## config.mk

```make
export PLATFORM = sky130hd
export DESIGN_NAME = digest_streamer
export DESIGN_NICKNAME = d
export VERILOG_FILES = /design/src/rtl/digest_streamer.sv
export SDC_FILE = /design/constraint.sdc
export NUM_CORES = 1
export LEC_CHECK = 0
export BUFFER_PORTS_ARGS = -buffer_cell sky130_fd_sc_hd__buf_2
export CORE_ASPECT_RATIO = 1.5
export CORE_MARGIN = 5
export CORE_UTILIZATION = 35
export DETAILED_ROUTE_END_ITERATION = 7
export HOLD_SLACK_MARGIN = 0.05
export SLEW_MARGIN = 15
export SYNTH_ARGS = -nofsm -noshare
export SYNTH_HDL_FRONTEND = slang
export SYNTH_SLANG_ARGS = --single-unit
```

## constraint.sdc

```tcl
create_clock -name clk -period 1.9 [get_ports clk]
set_input_delay 0.475 -clock clk [delete_from_list [all_inputs] [get_ports clk]]
set_output_delay 0.475 -clock clk [all_outputs]
set_load 0.02 [all_outputs]
```

## src/rtl/digest_streamer.sv

```systemverilog
// Streams a captured 256-bit hash digest out as eight 32-bit words.
// Ports: clk/RST, digest+start in, m_data/m_valid/m_ready/m_last out, busy/done/overrun status.
module digest_streamer #(
    parameter int BYTE_SWAP = 0
) (
    input  logic         clk,
    input  logic         RST,
    input  logic [255:0] digest,
    input  logic         start,
    output logic [31:0]  m_data,
    output logic         m_valid,
    input  logic         m_ready,
    output logic         m_last,
    output logic         busy,
    output logic         done,
    output logic         overrun
);

    typedef enum logic {
        IDLE = 1'b0,
        SEND = 1'b1
    } state_t;

    state_t         state_q;
    logic [2:0]     idx_q;
    logic [255:0]   snap_q;
    logic           done_q;
    logic           ovr_q;

    logic           hs;
    logic           at_last;
    logic [31:0]    word_raw;
    logic [31:0]    word_fmt;

    // Valid comes only from registered state, never from m_ready.
    assign m_valid = (state_q == SEND);
    assign at_last = (idx_q == 3'd7);
    assign hs      = m_valid & m_ready;

    // Word i sits at snap[255-32i -: 32]; ~idx equals 7-idx.
    assign word_raw = snap_q[{~idx_q, 5'b0} +: 32];

    generate
        if (BYTE_SWAP != 0) begin : g_swap
            assign word_fmt = {word_raw[7:0],   word_raw[15:8],
                               word_raw[23:16], word_raw[31:24]};
        end else begin : g_noswap
            assign word_fmt = word_raw;
        end
    endgenerate

    assign m_data  = m_valid ? word_fmt : 32'h0;
    assign m_last  = m_valid & at_last;
    assign busy    = m_valid;
    assign done    = done_q;
    assign overrun = ovr_q;

    always_ff @(posedge clk) begin
        if (RST) begin
            state_q <= IDLE;
            idx_q   <= 3'd0;
            snap_q  <= '0;
            done_q  <= 1'b0;
            ovr_q   <= 1'b0;
        end else begin
            done_q <= 1'b0;
            ovr_q  <= 1'b0;
            unique case (state_q)
                IDLE: begin
                    if (start) begin
                        snap_q  <= digest;
                        idx_q   <= 3'd0;
                        state_q <= SEND;
                    end
                end
                SEND: begin
                    if (hs && at_last) begin
                        done_q <= 1'b1;
                        idx_q  <= 3'd0;
                        // Back-to-back start on the final handshake chains
                        // straight into a new transfer without a gap.
                        if (start) begin
                            snap_q <= digest;
                        end else begin
                            state_q <= IDLE;
                        end
                    end else begin
                        if (hs) begin
                            idx_q <= idx_q + 3'd1;
                        end
                        if (start) begin
                            ovr_q <= 1'b1;
                        end
                    end
                end
                default: state_q <= IDLE;
            endcase
        end
    end

endmodule

```

**Word-level counts from Yosys, hierarchy flattened**

Index checks and enable logic that the tools add are counted.

- Register bits after elaboration: 262
- Input port bits: 260
- Output and inout bits: 37
- Word-level logic and storage cells: 31

- $add $sub $neg: 1
- Eq/ne operators: 4
- Shift operators: 1
- Mux-type cells: 12
- Bitwise operators: 4
- Reduce and logical (&&, ||, !) cells: 4

Operators with widths:

| kind | number |
|---|---|
| 2-to-1 mux 256 bit | 2 |
| one-hot mux 256 bit (2 select lines) | 1 |
| indexed part select 256 x 9 -> 32 bit | 1 |
| 2-to-1 mux 32 bit | 1 |
| 2-to-1 mux 3 bit | 3 |
| one-hot mux 3 bit (2 select lines) | 1 |
| adder 3 x 1 -> 3 bit (second input constant) | 1 |
| equality test 3 bit (second input constant) | 1 |
| 2-to-1 mux 1 bit | 3 |
| != test 3 x 1 -> 1 bit (second input constant) | 1 |
| inverter 3 bit | 1 |
| OR reduction 3 bit | 1 |
| bitwise AND 1 bit | 2 |
| != test 2 x 1 -> 1 bit (second input constant) | 1 |
| != test 2 bit (second input constant) | 1 |
| one-hot mux 1 bit (2 select lines) | 1 |
| AND reduction 2 bit | 1 |
| OR reduction 2 bit | 1 |
| logical AND 1 bit | 1 |
| inverter 1 bit | 1 |

**Longest topological paths before layout**

Gate-level depths: netlist (run 1).

- Depth in word-level cells: 4
- Depth in mapped cells: 8
- Gate-level depth less buffers: 5

**Worst setup path after synthesis (run 1)**

OpenSTA, ideal clock, no wires.

- Kind: reg2out
- Start point: reg state_q (netlist: busy)
- End point: out m_data[10]
- Data arrival time: 1.515 ns
- Data required time: 1.425 ns
- Setup slack: -0.090 ns
- Stages on the path, launching flop included: 5
- Path buffers: 2
- Cells stage by stage: dfxtp_1 > buf_2 > clkbuf_1 > o221ai_1 > a21oi_1

- Word-level cells in the longest chain between the ends: 1

Ends and longest elaborated chain:

| item | RTL line | text |
|---|---|---|
| start, declared | 24 | `state_t state_q;` |
| start signal, assigned | 60 | `state_q <= IDLE;` |
| start signal, assigned | 73 | `state_q <= SEND;` |
| start signal, assigned | 85 | `state_q <= IDLE;` |
| 2-to-1 mux 32 bit | 52 | `assign m_data = m_valid ? word_fmt : 32'h0;` |
| end, declared | 10 | `output logic [31:0] m_data,` |

Every way passes these cells.

**Worst setup path after layout (run 1)**

- Start point: reg idx_q[0]
- End point: out m_data[20]

- Word-level cells in the longest chain between the ends: 3

Ends and longest elaborated chain:

| item | RTL line | text |
|---|---|---|
| start, declared | 25 | `logic [2:0] idx_q;` |
| start signal, assigned | 89 | `idx_q <= idx_q + 3'd1;` |
| inverter 3 bit | 41 | `assign word_raw = snap_q[{~idx_q, 5'b0} +: 32];` |
| indexed part select 256 x 9 -> 32 bit | 41 |  |
| 2-to-1 mux 32 bit | 52 |  |

Every way passes these cells.

==> impl_metrics.toml, run 1 <==
[setup_path]
r2r-end = "snap_q[94]"
slowest_stage = "dfxtp_4"
crit_path_frequent_cell = "buf_6"
r2r_start = "idx_q[0]"
ff2ff_path_depth = 10
slowest_delay_ns = 0.42
cpLargestDelayFamily = "buffers and inverters"
path_buf_inv = 3
critPathKind = "register to output port"
path_cells = "buf_12 -> buf_6 -> mux2_2 -> o221ai_2 -> a21oi_2 -> buf_6"
crit_path_start_kind = "register"
critical_path.max_fanout = 13
r2r_slack_ns = -0.23
arrival_ns = 2.14
cp.required_ns = 1.42
worstSetupEndpointType = "output port"

[routing]
drt-initial-drc-count = 1007
ant_nets = 0
routed_via_density = 5.669
drt-wirelength-per-cell_um = 22.93
firstDrtPassIters = 5
route.detailed.drc = 0
wl_um = 48850
num_vias = 12075

[sta]
drv_slew = 0
tightest_slew_ns = 0.4935
fin_crit_ns = 2.617
hold_viol = 0
grt_setup_unrepaired = "true"
setup_violations = 289
fin_worst_skew_ns = 0.02910
slew_headroom = 0.6710
fin_ws_ns = -0.7167
fmaxAchievable_mhz = 382.2
whs_ns = 0.1598
layout_worst_path_cycle_share = 1.377

[global_route]
grt_usage = 0.2361
grt_pass1_vias = 11597
grt_max_degree = 85
grt_antenna_before_repair = 7
overflow = 0
grt_first_pass_wirelength_um = 69920

[synth]
muxShareOfSynthArea = 0.1196
synth_top_family_by_area = "compound AO/OA/AOI/OAI gates"
synth_area_mm2 = 0.01214
synth_edf_count = 0
ys_seq_area_frac = 0.4321
synthAdderAreaFrac = 0.002061
async_flop_share = 0
ys.flop_type = "dfxtp_1"
synthSimpleGateAreaFrac = 0.1113
synth-seq-cells = 262
synthCells = 1417
synth.avg_cell_area_um2 = 8.567
synth_xor_xnor_area_share = 0
synth_compound_area_frac = 0.2511
yosysWarnings = 0
syn-num-nets = 1679
netlist-cell-type-count = 29

[flow_run]
max_cap_viol_count = 0

[finish]
area_delta_synth_final_pct = 34.20
layout_common_cells = "279 x buf_2, 261 x a21oi_1, 259 x dfxtp_1"
layout_commonest_cell = "buf_2"
final_cell_count_no_fill = 2130
drive_above_1_share = 0.3726
final_nets = 1942

[clocking]
path_clk_slew_ns = 0.06
clk_path_buf_depth = 3
cts_made_buffers = 26
cts_tree = "done"
clock-sinks = 262
ctsHtreeMaxLevel = 1
insertion_delay_ns = 0.56
hold_buffers = 0
root_buffer = "clkbuf_16"

[outcome]
violations = "setup timing"
status = "complete, but fails checks"

[floorplanning]
die_area_mm2 = 0.03858
core_area_mm2 = 0.03427
rows = 83
die-height_um = 238.1
initial_core_util = 0.3542
die_w_um = 162.1
ios = 297

[hold_path]
min_to = "snap_q[52]"
hold_path_startpoint = "digest[52]"
worstHoldPathCells = 3
min_path_type = "primary input to register"

[power_and_ir_drop]
p_sw_frac = 0.2652
power.internal_mw = 10.24
peakVddDrop_mv = 0.6643
p_clk_frac = 0.410
seqPwrFrac = 0.431
cellLeakagePower_nw = 6.247
p_per_area_mw_per_mm2 = 855.2
p_sw_mw = 3.694
comb_power_share = 0.159

[placement]
dp_hpwl_um = 35360
port_buffers = 296
dp.cells = 2048
gp_congestion = 0.9105
[layer usage]
| metal | vias up | wire, um | global-route usage |
|---|---|---|---|
| met5 | - | 0 | 0 |
| met4 | 0 | 3717 | 0.1724 |
| met3 | 122 | 2483 | 0.03231 |
| met2 | 483 | 24090 | 0.3988 |
| met1 | 5760 | 18560 | 0.2724 |
| li1 | 5710 | - | - |
[through the flow]
| step | setup slack [ns] | TNS, ns | util | cell area, um^2 | total power [mW] |
|---|---|---|---|---|---|
| 6_report | -0.7167 | -53.46 | 0.4754 | 16290 | 13.93 |
| 4_1_cts | -0.7536 | -68.41 | 0.4670 | 16000 | 13.93 |
| 5_1_grt | -0.7777 | -75.84 | 0.4754 | 16290 | 14.43 |
| 2_1_floorplan | 0.009096 | 0 | - | 12250 | 7.167 |
| 3_5_place_dp | -0.3145 | -26.94 | 0.4221 | 14470 | 8.067 |
| 3_3_place_gp | -0.3202 | -18.00 | 0.4221 | 14470 | 8.037 |
[synthesized netlist by cell type, types with 2 or more instances]
library cell | count | share of area
a21oi_1 | 291 | 0.12
dfxtp_1 | 262 | 0.43
nand3_1 | 256 | 0.11
o21ai_0 | 220 | 0.091
buf_2 | 67 | 0.028
clkbuf_1 | 66 | 0.020
mux2_2 | 64 | 0.059
o21ai_1 | 36 | 0.015
buf_4 | 32 | 0.020
inv_1 | 32 | 0.0099
mux4_2 | 32 | 0.059
o221ai_1 | 32 | 0.023
buf_6 | 5 | 0.0046
buf_1 | 4 | 0.0012
ha_1 | 2 | 0.0021
nand2_1 | 2 | 0.00062
nor2_1 | 2 | 0.00062
[cell type report]
| class | instances | area (um^2) |
|---|---|---|
| fillers | 3302 | 17980 |
| multi-input cells | 948 | 6270 |
| flip-flops and latches | 262 | 5251 |
| repair buffers | 409 | 3142 |
| clock buffers | 33 | 738.2 |
| well taps | 425 | 531.8 |
| clock inverters | 14 | 209.0 |
| inverters | 33 | 133.9 |
| diodes | 6 | 15.01 |
[worst reg2reg max path, cell delays in order (launching register included)]
cell and delay, ns:
dfxtp_4 0.38, buf_6 0.16, ha_1 0.21, ha_2 0.20, buf_12 0.13, a21boi_4 0.21, buf_12 0.17, buf_12 0.13
buf_12 0.16, o21ai_0 0.10, a21oi_1 0.18
[registers in the layout, indices dropped and copies added (netlist names)]
register / count
snap_q: 256
idx_q: 3
busy: 1
done: 1
overrun: 1
[worst max-delay path by stage]
stage	from	to	slack, ns	cells after the start
2_1_floorplan	busy	m_data[10]	0.009	4
3_3_place_gp	idx_q[0]	m_data[22]	-0.32	6
3_5_place_dp	idx_q[0]	m_data[22]	-0.31	6
4_1_cts	idx_q[0]	m_data[0]	-0.75	5
5_1_grt	idx_q[0]	m_data[18]	-0.78	6
6_report	idx_q[0]	m_data[20]	-0.72	6
[logic make-up after synthesis]
group	count (synthesis)
buffers and inverters	207
AND/OR/NAND/NOR	267
flip-flops	262
multiplexers	97
AO/OA/AOI/OAI	582
adder cells (fa/ha/maj)	2
[repair_timing]
item,in CTS,in global routing
resized for setup,76,32
gates cloned,6,5
endpoints found under the hold margin,0,0
setup endpoints to repair,287,292
setup buffers,10,9
pin swaps,2,67
[power groups by stage]
stage,Clock (mW),Combinational (mW),Sequential [mW]
final,5.71,2.22,6.00
after global placement,0,1.93,6.11
after global routing,6.03,2.38,6.02
after CTS,5.81,2.13,5.99
after detailed placement,0,1.96,6.11
after floorplan,0,1.15,6.01
Power figures use the tool's default switching activity.
==> run 2, diff against run 1 <==
Settings changed: BUFFER_PORTS_ARGS -buffer_cell sky130_fd_sc_hd__buf_2 to unset, CORE_MARGIN 5 to 2, DONT_BUFFER_PORTS set to 1.
==> run 2 against run 1 <==
Against the previous run:
- the flow still finishes with violations (setup timing)
- register-to-register slack got worse by 0.23 ns
- fmax decreased by 0.91%
- critical path depth increased by 1
- via count decreased by 8.1%
- final cell count decreased by 12%
- setup slack got worse by 0.024 ns
- worst hold slack got worse by 0.099 ns
- core utilization decreased by 1.7 points
- clock skew decreased by 0.021 ns
- critical endpoint unchanged
- largest cell class unchanged
- highest routed layer unchanged
==> impl_metrics.toml, run 2 (synthesized netlist as in run 1, its figures left out) <==
[setup_path]
path_cells = "buf_12 -> buf_16 -> buf_12 -> mux4_2 -> inv_2 -> a21oi_2 -> buf_4"
r2r_start = "idx_q[0]"
ff2ff_path_depth = 13
arrival_ns = 2.17
r2r_slack_ns = -0.46
critical_path.max_fanout = 6
cp.required_ns = 1.42
slowest_delay_ns = 0.51
crit_path_start_kind = "register"
path_buf_inv = 5
crit_path_frequent_cell = "buf_12"
r2r-end = "snap_q[221]"
slowest_stage = "mux4_2"
cpLargestDelayFamily = "buffers and inverters"
worstSetupEndpointType = "output port"
critPathKind = "register to output port"

[sta]
fmaxAchievable_mhz = 378.7
fin_crit_ns = 2.641
whs_ns = 0.06091
finalSetupTns_ns = -116.74
drv_slew = 0
layout_worst_path_cycle_share = 1.390
setup_violations = 292
fin_worst_skew_ns = 0.008371
grt_setup_unrepaired = "true"
hold_viol = 0
tightest_slew_ns = 1.025
fin_ws_ns = -0.7407
slew_headroom = 0.3146

[placement]
place_area_mm2 = 0.01295
dp_hpwl_um = 30590
dp_slack_ns = -0.3499
gp_congestion = 0.8544
port_buffers = 0

[finish]
final_nets = 1685
ff_latch_area_mm2 = 0.005253
top_register = "snap_q"
design_area_mm2 = 0.01566
largest_reg_flops = 256
area_delta_synth_final_pct = 28.97
drive_above_1_share = 0.2625
layout_common_cells = "259 x a21oi_1, 258 x dfxtp_1, 254 x nand3_1"
multiInputGateArea_mm2 = 0.006608
nFillCells = 3245
top_regs = "snap_q x256, idx_q x3"
layout_commonest_cell = "a21oi_1"

[clocking]
cts_made_buffers = 28
insertion_delay_ns = 0.56
clk_path_buf_depth = 3
ctsHtreeMaxLevel = 1
clock-sinks = 262
cts_tree = "done"
root_buffer = "clkbuf_16"
path_clk_slew_ns = 0.07

[routing]
routed_via_density = 5.928
wl_um = 47140
drt-wirelength-per-cell_um = 25.20
ant_nets = 0
drt-initial-drc-count = 1095
firstDrtPassIters = 5
num_vias = 11092
route.detailed.drc = 0

[power_and_ir_drop]
p_sw_frac = 0.2629
p_clk_frac = 0.413
p_per_area_mw_per_mm2 = 868.2
power.internal_mw = 10.02
seqPwrFrac = 0.439
p_sw_mw = 3.573
peakVddDrop_mv = 0.6392
cellLeakagePower_nw = 5.377
comb_power_share = 0.148

[floorplanning]
initial_core_util = 0.3553
die-height_um = 232.1
rows = 83
ios = 297
core_area_mm2 = 0.03417
die_area_mm2 = 0.03622
die_w_um = 156.1

[global_route]
grt_pass1_vias = 10518
overflow = 0
grt_max_degree = 263
grt_first_pass_wirelength_um = 65700
grt_usage = 0.2409
grt_antenna_before_repair = 2

[hold_path]
hold_path_startpoint = "digest[97]"
worstHoldPathCells = 2
min_to = "snap_q[97]"
min_path_type = "primary input to register"

[flow_run]
max_cap_viol_count = 0

[outcome]
violations = "setup timing"
status = "complete, but fails checks"
-- run 2: worst max path at each step --
stage	cells past startpoint	to	slack (ns)	startpoint
2_1_floorplan	4	m_data[10]	0.009	busy
3_3_place_gp	6	m_data[5]	-0.35	idx_q[0]
3_5_place_dp	6	m_data[5]	-0.35	idx_q[0]
4_1_cts	6	m_data[29]	-0.76	idx_q[0]
5_1_grt	7	m_data[20]	-0.80	idx_q[0]
6_report	7	m_data[20]	-0.74	idx_q[0]
-- run 2: layout make-up --
type	count	share of cell area
Antenna cell	2	0.0003197
Clock buffer	40	0.05219
Clock inverter	11	0.007672
Inverter	33	0.008711
Multi-Input combinational cell	948	0.4220
Sequential cell	262	0.3355
Tap cell	425	0.03396
Timing Repair Buffer	150	0.1396
-- run 2: metrics by stage --
step	power, mW	utilization	cells
floorplan	7.167	-	1417
global placement	7.516	0.3792	1762
detailed placement	7.557	0.3792	1762
CTS	13.51	0.4460	1849
global route	14.02	0.4582	1871
finish	13.59	0.4582	1871
-- run 2: per-layer routing --
metal	vias up	GRT usage	routed length (um)	share of wire
li1	5205	-	-	-
met1	5357	0.2809	17660	0.37
met2	435	0.4168	23690	0.50
met3	95	0.03901	2975	0.063
met4	0	0.1379	2813	0.060
met5	-	0	0	0
-- run 2: timing repair --
action / in CTS / in global routing
gates resized for setup: 154 / 74
pin swaps: 53 / 130
hold endpoints to repair: 216 / 27
hold buffers: 8 / 2
gates cloned: 12 / 14
setup endpoints to repair: 289 / 292
setup buffers: 18 / 9
-- run 2: power by group through the flow --
| stage | combinational, mW | sequential [mW] | clock [mW] |
|---|---|---|---|
| 2_1_floorplan | 1.15 | 6.01 | 0 |
| 3_3_place_gp | 1.46 | 6.05 | 0 |
| 3_5_place_dp | 1.49 | 6.07 | 0 |
| 4_1_cts | 1.85 | 5.95 | 5.71 |
| 5_1_grt | 2.14 | 5.99 | 5.89 |
| 6_report | 2.02 | 5.96 | 5.61 |
